--- config.mk ---
export PLATFORM = sky130hd
export DESIGN_NAME = reg_wb_arbiter_flat
export DESIGN_NICKNAME = d
export VERILOG_FILES = /design/src/rtl/reg_wb_arbiter_if.sv /design/src/rtl/reg_wb_arbiter.sv /design/src/flat_wrapper.sv
export SDC_FILE = /design/constraint.sdc
export NUM_CORES = 1
export LEC_CHECK = 0
export ABC_AREA = 1
export BUFFER_PORTS_ARGS = -buffer_cell sky130_fd_sc_hd__buf_4
export CORE_ASPECT_RATIO = 0.8
export CORE_UTILIZATION = 50
export CTS_CLUSTER_SIZE = 12
export DETAILED_ROUTE_END_ITERATION = 16
export PLACE_DENSITY = 0.78
export SLEW_MARGIN = 10
export SYNTH_ARGS = -nofsm -noshare
export SYNTH_HDL_FRONTEND = slang
export SYNTH_SLANG_ARGS = --single-unit
--- constraint.sdc ---
create_clock -name clk -period 2.5 [get_ports clk]
set_input_delay 0.5 -clock clk [delete_from_list [all_inputs] [get_ports clk]]
set_output_delay 0.5 -clock clk [all_outputs]
set_load 0.02 [all_outputs]
--- src/rtl/reg_wb_arbiter_if.sv ---
// Writeback-arbiter bundle: two writeback requesters, the reservation port, the read-hazard
// lookup and the register-bank write port.
interface reg_wb_arbiter_if #(
  parameter int DW = 8,
  parameter int AW = 3
);
  localparam int NREG = 2 ** AW;

  logic            req0_valid;
  logic [AW-1:0]   req0_addr;
  logic [DW-1:0]   req0_data;
  logic            req0_ready;
  logic            req1_valid;
  logic [AW-1:0]   req1_addr;
  logic [DW-1:0]   req1_data;
  logic            req1_ready;
  logic            rsv_valid;
  logic [AW-1:0]   rsv_addr;
  logic            rsv_ready;
  logic [AW-1:0]   rd_addr1;
  logic [AW-1:0]   rd_addr2;
  logic            hazard;
  logic [NREG-1:0] busy;
  logic            wr_en;
  logic [AW-1:0]   wr_addr;
  logic [DW-1:0]   wr_data;

  modport master (
    output req0_valid, req0_addr, req0_data, req1_valid, req1_addr, req1_data,
           rsv_valid, rsv_addr, rd_addr1, rd_addr2,
    input  req0_ready, req1_ready, rsv_ready, hazard, busy, wr_en, wr_addr, wr_data
  );

  modport slave (
    input  req0_valid, req0_addr, req0_data, req1_valid, req1_addr, req1_data,
           rsv_valid, rsv_addr, rd_addr1, rd_addr2,
    output req0_ready, req1_ready, rsv_ready, hazard, busy, wr_en, wr_addr, wr_data
  );
endinterface

--- src/rtl/reg_wb_arbiter.sv ---
// Round-robin arbiter for the register-bank write port (ALU vs load path) with per-register
// pending-write counters that drive busy and read-hazard flags.
module reg_wb_arbiter #(
  parameter int DW = 8,
  parameter int AW = 3,
  parameter int CW = 2
) (
  input  logic              clk,
  input  logic              rst,
  reg_wb_arbiter_if.slave   bus
);
  localparam int NREG = 2 ** AW;
  localparam logic [CW-1:0] CNT_MAX = {CW{1'b1}};

  logic            gnt0_s;
  logic            gnt1_s;
  logic            xfer_s;
  logic [AW-1:0]   xfer_addr_s;
  logic [DW-1:0]   xfer_data_s;
  logic            rsv_ready_s;
  logic [NREG-1:0] busy_s;
  logic [NREG-1:0] inc_s;
  logic [NREG-1:0] dec_s;
  logic [CW-1:0]   pend_cnt_nxt_s [NREG];
  logic [CW-1:0]   pend_cnt_r     [NREG];
  logic            last_grant_r;
  logic            wr_en_r;
  logic [AW-1:0]   wr_addr_r;
  logic [DW-1:0]   wr_data_r;

  // Grant selection: a lone requester wins; on contention the one not granted last wins.
  always_comb begin
    gnt0_s = 1'b0;
    gnt1_s = 1'b0;
    if (bus.req0_valid && bus.req1_valid) begin
      if (last_grant_r) begin
        gnt0_s = 1'b1;
      end else begin
        gnt1_s = 1'b1;
      end
    end else if (bus.req0_valid) begin
      gnt0_s = 1'b1;
    end else if (bus.req1_valid) begin
      gnt1_s = 1'b1;
    end else begin
      gnt0_s = 1'b0;
      gnt1_s = 1'b0;
    end
  end

  // Transfer payload mux.
  always_comb begin
    xfer_s      = gnt0_s | gnt1_s;
    xfer_addr_s = {AW{1'b0}};
    xfer_data_s = {DW{1'b0}};
    if (gnt1_s) begin
      xfer_addr_s = bus.req1_addr;
      xfer_data_s = bus.req1_data;
    end else begin
      xfer_addr_s = bus.req0_addr;
      xfer_data_s = bus.req0_data;
    end
  end

  // Pending counters: reserve increments, write transfer decrements, both together cancel.
  always_comb begin
    rsv_ready_s = (pend_cnt_r[bus.rsv_addr] != CNT_MAX);
    for (int i = 0; i < NREG; i++) begin
      busy_s[i] = (pend_cnt_r[i] != {CW{1'b0}});
      inc_s[i]  = bus.rsv_valid && rsv_ready_s && (bus.rsv_addr == AW'(i));
      dec_s[i]  = xfer_s && (xfer_addr_s == AW'(i));
      if (inc_s[i] && !dec_s[i]) begin
        pend_cnt_nxt_s[i] = pend_cnt_r[i] + CW'(1'b1);
      end else if (!inc_s[i] && dec_s[i] && busy_s[i]) begin
        pend_cnt_nxt_s[i] = pend_cnt_r[i] - CW'(1'b1);
      end else begin
        pend_cnt_nxt_s[i] = pend_cnt_r[i];
      end
    end
  end

  // Pending counter state.
  always_ff @(posedge clk or posedge rst) begin
    if (rst) begin
      for (int i = 0; i < NREG; i++) begin
        pend_cnt_r[i] <= {CW{1'b0}};
      end
    end else begin
      pend_cnt_r <= pend_cnt_nxt_s;
    end
  end

  // Bank write register and round-robin history; address/data hold when idle.
  always_ff @(posedge clk or posedge rst) begin
    if (rst) begin
      wr_en_r      <= 1'b0;
      wr_addr_r    <= {AW{1'b0}};
      wr_data_r    <= {DW{1'b0}};
      last_grant_r <= 1'b1;
    end else if (xfer_s) begin
      wr_en_r      <= 1'b1;
      wr_addr_r    <= xfer_addr_s;
      wr_data_r    <= xfer_data_s;
      last_grant_r <= gnt1_s;
    end else begin
      wr_en_r      <= 1'b0;
    end
  end

  assign bus.req0_ready = gnt0_s;
  assign bus.req1_ready = gnt1_s;
  assign bus.rsv_ready  = rsv_ready_s;
  assign bus.busy       = busy_s;
  assign bus.hazard     = busy_s[bus.rd_addr1] | busy_s[bus.rd_addr2];
  assign bus.wr_en      = wr_en_r;
  assign bus.wr_addr    = wr_addr_r;
  assign bus.wr_data    = wr_data_r;
endmodule

--- src/flat_wrapper.sv ---
// flat-port wrapper written by rule: the top's interface ports become plain ports
module reg_wb_arbiter_flat 
#(
  parameter int DW = 8,
  parameter int AW = 3,
  parameter int CW = 2
)
  (clk, rst, bus_req0_valid, bus_req0_addr, bus_req0_data, bus_req1_valid, bus_req1_addr, bus_req1_data, bus_rsv_valid, bus_rsv_addr, bus_rd_addr1, bus_rd_addr2, bus_req0_ready, bus_req1_ready, bus_rsv_ready, bus_hazard, bus_busy, bus_wr_en, bus_wr_addr, bus_wr_data);
  reg_wb_arbiter_if #(.DW(DW), .AW(AW)) bus_i ();
  input  logic clk;
  input  logic rst;
  input wire logic [$bits(bus_i.req0_valid)-1:0] bus_req0_valid;
  input wire logic [$bits(bus_i.req0_addr)-1:0] bus_req0_addr;
  input wire logic [$bits(bus_i.req0_data)-1:0] bus_req0_data;
  input wire logic [$bits(bus_i.req1_valid)-1:0] bus_req1_valid;
  input wire logic [$bits(bus_i.req1_addr)-1:0] bus_req1_addr;
  input wire logic [$bits(bus_i.req1_data)-1:0] bus_req1_data;
  input wire logic [$bits(bus_i.rsv_valid)-1:0] bus_rsv_valid;
  input wire logic [$bits(bus_i.rsv_addr)-1:0] bus_rsv_addr;
  input wire logic [$bits(bus_i.rd_addr1)-1:0] bus_rd_addr1;
  input wire logic [$bits(bus_i.rd_addr2)-1:0] bus_rd_addr2;
  output wire logic [$bits(bus_i.req0_ready)-1:0] bus_req0_ready;
  output wire logic [$bits(bus_i.req1_ready)-1:0] bus_req1_ready;
  output wire logic [$bits(bus_i.rsv_ready)-1:0] bus_rsv_ready;
  output wire logic [$bits(bus_i.hazard)-1:0] bus_hazard;
  output wire logic [$bits(bus_i.busy)-1:0] bus_busy;
  output wire logic [$bits(bus_i.wr_en)-1:0] bus_wr_en;
  output wire logic [$bits(bus_i.wr_addr)-1:0] bus_wr_addr;
  output wire logic [$bits(bus_i.wr_data)-1:0] bus_wr_data;
  assign bus_i.req0_valid = bus_req0_valid;
  assign bus_i.req0_addr = bus_req0_addr;
  assign bus_i.req0_data = bus_req0_data;
  assign bus_i.req1_valid = bus_req1_valid;
  assign bus_i.req1_addr = bus_req1_addr;
  assign bus_i.req1_data = bus_req1_data;
  assign bus_i.rsv_valid = bus_rsv_valid;
  assign bus_i.rsv_addr = bus_rsv_addr;
  assign bus_i.rd_addr1 = bus_rd_addr1;
  assign bus_i.rd_addr2 = bus_rd_addr2;
  assign bus_req0_ready = bus_i.req0_ready;
  assign bus_req1_ready = bus_i.req1_ready;
  assign bus_rsv_ready = bus_i.rsv_ready;
  assign bus_hazard = bus_i.hazard;
  assign bus_busy = bus_i.busy;
  assign bus_wr_en = bus_i.wr_en;
  assign bus_wr_addr = bus_i.wr_addr;
  assign bus_wr_data = bus_i.wr_data;
  reg_wb_arbiter #(.DW(DW), .AW(AW), .CW(CW)) u_core (.clk(clk), .rst(rst), .bus(bus_i));
endmodule
**Word-level counts from Yosys, hierarchy flattened**

Cells that the tools add are included.

- Equality and inequality tests: 15
- $lt $le $gt $ge: 3
- Shifts and indexed selects: 0
- Reduce and logical (&&, ||, !) cells: 76
- $add $sub $neg: 16
- Multiply operators: 0
- Divide/modulo/power cells: 0
- Multiplexer cells: 33
- Bitwise logic cells: 3

Operators by type and width:

| cell | number |
|---|---|
| $logic_and A1 B1 Y1 | 42 |
| $mux W2 | 18 |
| $reduce_bool A2 Y1 | 16 |
| $eq A3 B3 Y1 const B | 8 |
| $add A2 B1 Y2 const B | 8 |
| $logic_not A1 Y1 | 16 |
| $sub A2 B1 Y2 const B | 8 |
| $eq A3 B2 Y1 const B | 4 |
| $mux W1 | 10 |
| $lt A3 B4 Y1 const B | 2 |
| $mux W8 | 1 |
| $bmux W1 S3 | 2 |
| $bmux W2 S3 | 1 |
| $eq A3 B1 Y1 const B | 2 |
| $logic_not A3 Y1 | 2 |
| $ge A4 B4 Y1 const B | 1 |
| $not A3 Y4 | 1 |
| $mux W3 | 1 |
| $ne A2 B2 Y1 const B | 1 |
| $or A1 B1 Y1 | 2 |

- Bits in read-only memories: 0
- Memories: 0
- Register bits after elaboration: 29
- RAM bits: 0
- Latch bits: 0
- Word-level logic and storage cells: 158
- Bits of input ports: 36
- Output and inout bits: 24

**Longest topological paths before layout**

- Depth in word-level cells: 12
- Gate-level depth with buffers: 13
- Mapped depth without buffers: 13

**Worst setup path before layout**

Ideal clock, no wire load.

- Kind: register to output
- From: register u_core.pend_cnt_r[12] (netlist name)
- To: output port bus_hazard
- Arrival: 1340 ps
- Data required time: 2000 ps
- Cell stages (with the launch flop): 6
- Path buffers: 0
- Setup slack: 660 ps
- Cell sequence: dfrtp_1 -> or2_2 -> o21ai_0 -> a21oi_1 -> o31ai_1 -> nand2_1

- Cells in the longest elaborated chain, start to end: 4
- Elaborated cells on any way between the ends: 6
- Those cells by class: 4 x mux; 1 x bitwise; 1 x reduce/logical

Ends and longest elaborated chain:

| item | line | text |
|---|---|---|
| start, declared | reg_wb_arbiter.sv:25 | `logic [CW-1:0] pend_cnt_r [NREG];` |
| start signal, assigned by index | reg_wb_arbiter.sv:86 | `pend_cnt_r[i] <= {CW{1'b0}};` |
| start signal, assigned | reg_wb_arbiter.sv:89 | `pend_cnt_r <= pend_cnt_nxt_s;` |
| $reduce_bool A2 Y1 (*) | reg_wb_arbiter.sv:69 | `busy_s[i] = (pend_cnt_r[i] != {CW{1'b0}});` |
| via bus_busy[1] | flat_wrapper.sv:26 | `output wire logic [$bits(bus_i.busy)-1:0] bus_busy;` |
| $bmux W1 S3 | reg_wb_arbiter.sv:114 | `assign bus.hazard = busy_s[bus.rd_addr1] \| busy_s[bus.rd_addr2];` |
| $mux W1 (not written as such) | reg_wb_arbiter.sv:114 |  |
| $or A1 B1 Y1 (*) | reg_wb_arbiter.sv:114 |  |
| end, declared | flat_wrapper.sv:25 | `output wire logic [$bits(bus_i.hazard)-1:0] bus_hazard;` |

The timed path passes the listed nets; every way through them passes the cells marked *. The select of a mux whose other input is x is not followed.

**Final worst setup path**

- From: register u_core.pend_cnt_r[12] (netlist name)
- To: output port bus_hazard

- Cells in the longest elaborated chain, start to end: 4
- Elaborated cells on any way between the ends: 6
- Those cells by class: 4 x mux; 1 x bitwise; 1 x reduce/logical

Ends and longest elaborated chain:

| item | line |
|---|---|
| $reduce_bool A2 Y1 (*) | reg_wb_arbiter.sv:69 |
| $bmux W1 S3 | reg_wb_arbiter.sv:114 |
| $mux W1 (not written as such) | reg_wb_arbiter.sv:114 |
| $or A1 B1 Y1 (*) | reg_wb_arbiter.sv:114 |

Every way passes the cells marked *; elsewhere a longest branch is shown, timed or not. The select of a mux whose other input is x is not followed.

==> impl_metrics.tcl <==
set metrics [dict create \
    async_flop_share 1.000 \
    cts_resized 0 \
    fmax_mhz 444.2 \
    final_cells 414 \
    timing.rr.start "u_core.last_grant_r$_DFFE_PP1P_" \
    cp_max_fo 4 \
    n_antenna_cell 0 \
    startpoint_type "register" \
    grt_pass1_vias 1847 \
    setup_viol 0 \
    timing.final.ws_setup_ns 0.2487 \
    synth_fa_ha_area_frac 0 \
    max_cap_violations 0 \
    die_h_um 59.18 \
    hp-class "in2async" \
    holdWs_ns 0.3469 \
    place_congestion 0.8247 \
    setup.worst_path.end "bus_hazard" \
    syn_area_per_cell_sq_um 6.879 \
    yosys.area_share.simple 0.4427 \
    place_ws_ns 0.4293 \
    gr-usage-all-layers 0.2560 \
    grt_pass1_wl_um 8445 \
    hold_viol_final 0 \
    die_area_sq_um 4348 \
    synth_nets 333 \
    final_util 0.6799 \
    ant_nets 0 \
    rr_endpoint "u_core.pend_cnt_r[10]$_DFFE_PP0P_" \
    drc 0 \
    tns_ns 0 \
    power_density_nw_per_um2 876.1 \
    r2r_setup_slack_ns 0.57 \
    fin_worst_skew_ns 0.005990 \
    die_w_um 73.47 \
    clk_pin_slew_ns 0.07 \
    synth_area_leaders "dfrtp_1 34%, nand2_1 17%, nand3_1 8.3%" \
    rows 20 \
    rsz0062_at_grt "false" \
    wl_per_cell_um 12.27 \
    synth_xor_xnor_area_share 0.004287 \
    synth_edf_count 0 \
    cts_root_buffer "clkbuf_8" \
    synth_top_area_share 0.3429 \
    post-dp-hpwl_um 4041 \
    clkLatencyLatePin_ns 0.28 \
    grt_max_degree 21 \
    yosysSeqAreaShare 0.3558 \
    ys_ff_latch 29 \
    p_leak_uw 0.001410 \
    synth_top_family_by_area "simple AND/OR/NAND/NOR gates" \
    ys_types 34 \
    cp_data_required_time_ns 2.00 \
    num-nets-final 394 \
    port_buffers 59 \
    area_growth_pct 28.23 \
    vias 2116 \
    first_pass_iters 5 \
    cts_setup_buffers 0 \
    ctsHoldBuffers 0 \
    criticalPathCategory "reg2out" \
    finalCritPeriodShare 0.9005 \
    synthFlopType "dfrtp_1" \
    clock-sinks 29 \
    cts-buffers-inserted 5 \
    cts_tree "done" \
    peakVddDrop_v 0.0004961 \
    netlist_area_sq_um 2043 \
    relSlewSlack 0.5047 \
    avgViaCountPerCell 5.111 \
    grt.overflow.total 0 \
    dp.cells 406 \
    core_sq_um 3854 \
    period_needed_ns 2.251 \
    syn_inst 297 \
    start_util 0.5302 \
    cp.arrival_ns 1.75 \
    finalMaxSlewViolations 0 \
    drive_gt1_frac 0.2730 \
    synth-compound-area-share 0.08941 \
    end_kind "primary output" \
    synth.area.mux_share 0 \
    synth_top_area_cell "dfrtp_1" \
    ff2ff_path_depth 11 \
    worst-slew-pin-transition_ns 0.7422 \
    drt_wl_total_um 5081 \
    crit_start "u_core.pend_cnt_r[12]$_DFFE_PP0P_" \
    antenna_found_initial 0 \
    drt_iter0_drc 181 \
    io_pins 60 \
    status "finished clean" \
    yosysWarnings 0 \
    cts_buffer_depth 2 \
    cts_max_level 2 \
]
==> power breakdown <==
| part | switching (uW) | internal, uW | total, uW |
|---|---|---|---|
| Sequential | 155 | 617 | 772 |
| Combinational | 620 | 397 | 1020 |
| Clock | 181 | 325 | 506 |
==> cells by family (layout without fill, tap and decap cells) <==
kind of cell / after synthesis / in the layout
flip-flops: 29 / 29
buffers and inverters: 48 / 110
AND/OR/NAND/NOR: 186 / 186
AO/OA/AOI/OAI: 33 / 33
XOR/XNOR: 1 / 1
==> layout make-up <==
class                      count  area [sq um]
sequential                    29         726.9
clock inverter                 1         30.03
tap                           55         68.82
inverter                      41         153.9
fill                         366          1234
multi-input combinational    220          1096
timing repair buffer          61         457.9
clock buffer                   7         86.33
==> how the worst min path moves through the flow <==
stage	startpoint	endpoint	slack (ns)	cells after the start
CTS	rst	u_core.bus.wr_data[3]$_DFFE_PP0P_	0.37	2
global placement	u_core.bus.wr_addr[2]$_DFFE_PP0P_	u_core.bus.wr_addr[2]$_DFFE_PP0P_	0.47	2
finish	rst	u_core.bus.wr_data[0]$_DFFE_PP0P_	0.35	2
detailed placement	u_core.bus.wr_addr[2]$_DFFE_PP0P_	u_core.bus.wr_addr[2]$_DFFE_PP0P_	0.48	2
floorplan	u_core.pend_cnt_r[13]$_DFFE_PP0P_	u_core.pend_cnt_r[13]$_DFFE_PP0P_	0.47	2
global route	rst	u_core.bus.wr_data[3]$_DFFE_PP0P_	0.41	2
==> cells in the final DEF (no fill, tap or decap), types with 3 or more instances in the layout <==
cell type	n
nand3_1	34
o21ai_0	10
buf_4	61
nor3_1	6
nand2_1	92
o21ai_1	7
nand3_2	4
nand2_2	9
inv_2	3
a31oi_1	3
inv_1	38
nor2_1	19
dfrtp_1	28
nand4_1	10
clkbuf_8	6
a21oi_1	8
==> cell usage after synthesis (2+ instances only) <==
| cell | number |
|---|---|
| or2_2 | 2 |
| nand2_1 | 92 |
| inv_2 | 3 |
| nand4_1 | 10 |
| nor2_1 | 19 |
| nand2_2 | 9 |
| nor2_2 | 2 |
| buf_6 | 2 |
| nor2_4 | 2 |
| nand3_1 | 34 |
| a31oi_1 | 3 |
| clkbuf_8 | 2 |
| dfrtp_1 | 28 |
| nor3_1 | 6 |
| o21ai_0 | 10 |
| o21ai_1 | 7 |
| inv_1 | 38 |
| o31ai_1 | 2 |
| a21oi_1 | 8 |
| nand3_2 | 4 |
==> through the flow <==
step	area (sq um)	power [uW]
final	2620	2295
after global routing	2620	2457
after global placement	2504	1770
after detailed placement	2504	1785
after floorplan	2043	1416
after CTS	2620	2294
==> sequential cells by signal (all words and copies together) (netlist names) <==
name                 flops
u_core.bus.wr_addr       3
u_core.pend_cnt_r       16
u_core.bus.wr_en         1
u_core.bus.wr_data       8
u_core.last_grant_r      1
==> critical path, stage by stage (launching register included) <==
cell,delay (ns)
dfrtp_1,0.41
or2_2,0.36
o21ai_0,0.16
a21oi_1,0.06
o31ai_1,0.24
nand2_1,0.09
buf_4,0.16
==> per-layer routing <==
layer | part of all wire | vias to the layer above | global-route usage
li1 | - | 1091 | -
met1 | 0.52 | 953 | 0.3840
met2 | 0.42 | 67 | 0.3657
met3 | 0.058 | 5 | 0.05442
met4 | 0.0071 | 0 | 0.07967
met5 | 0 | - | 0
Power figures use the tool's default switching activity.
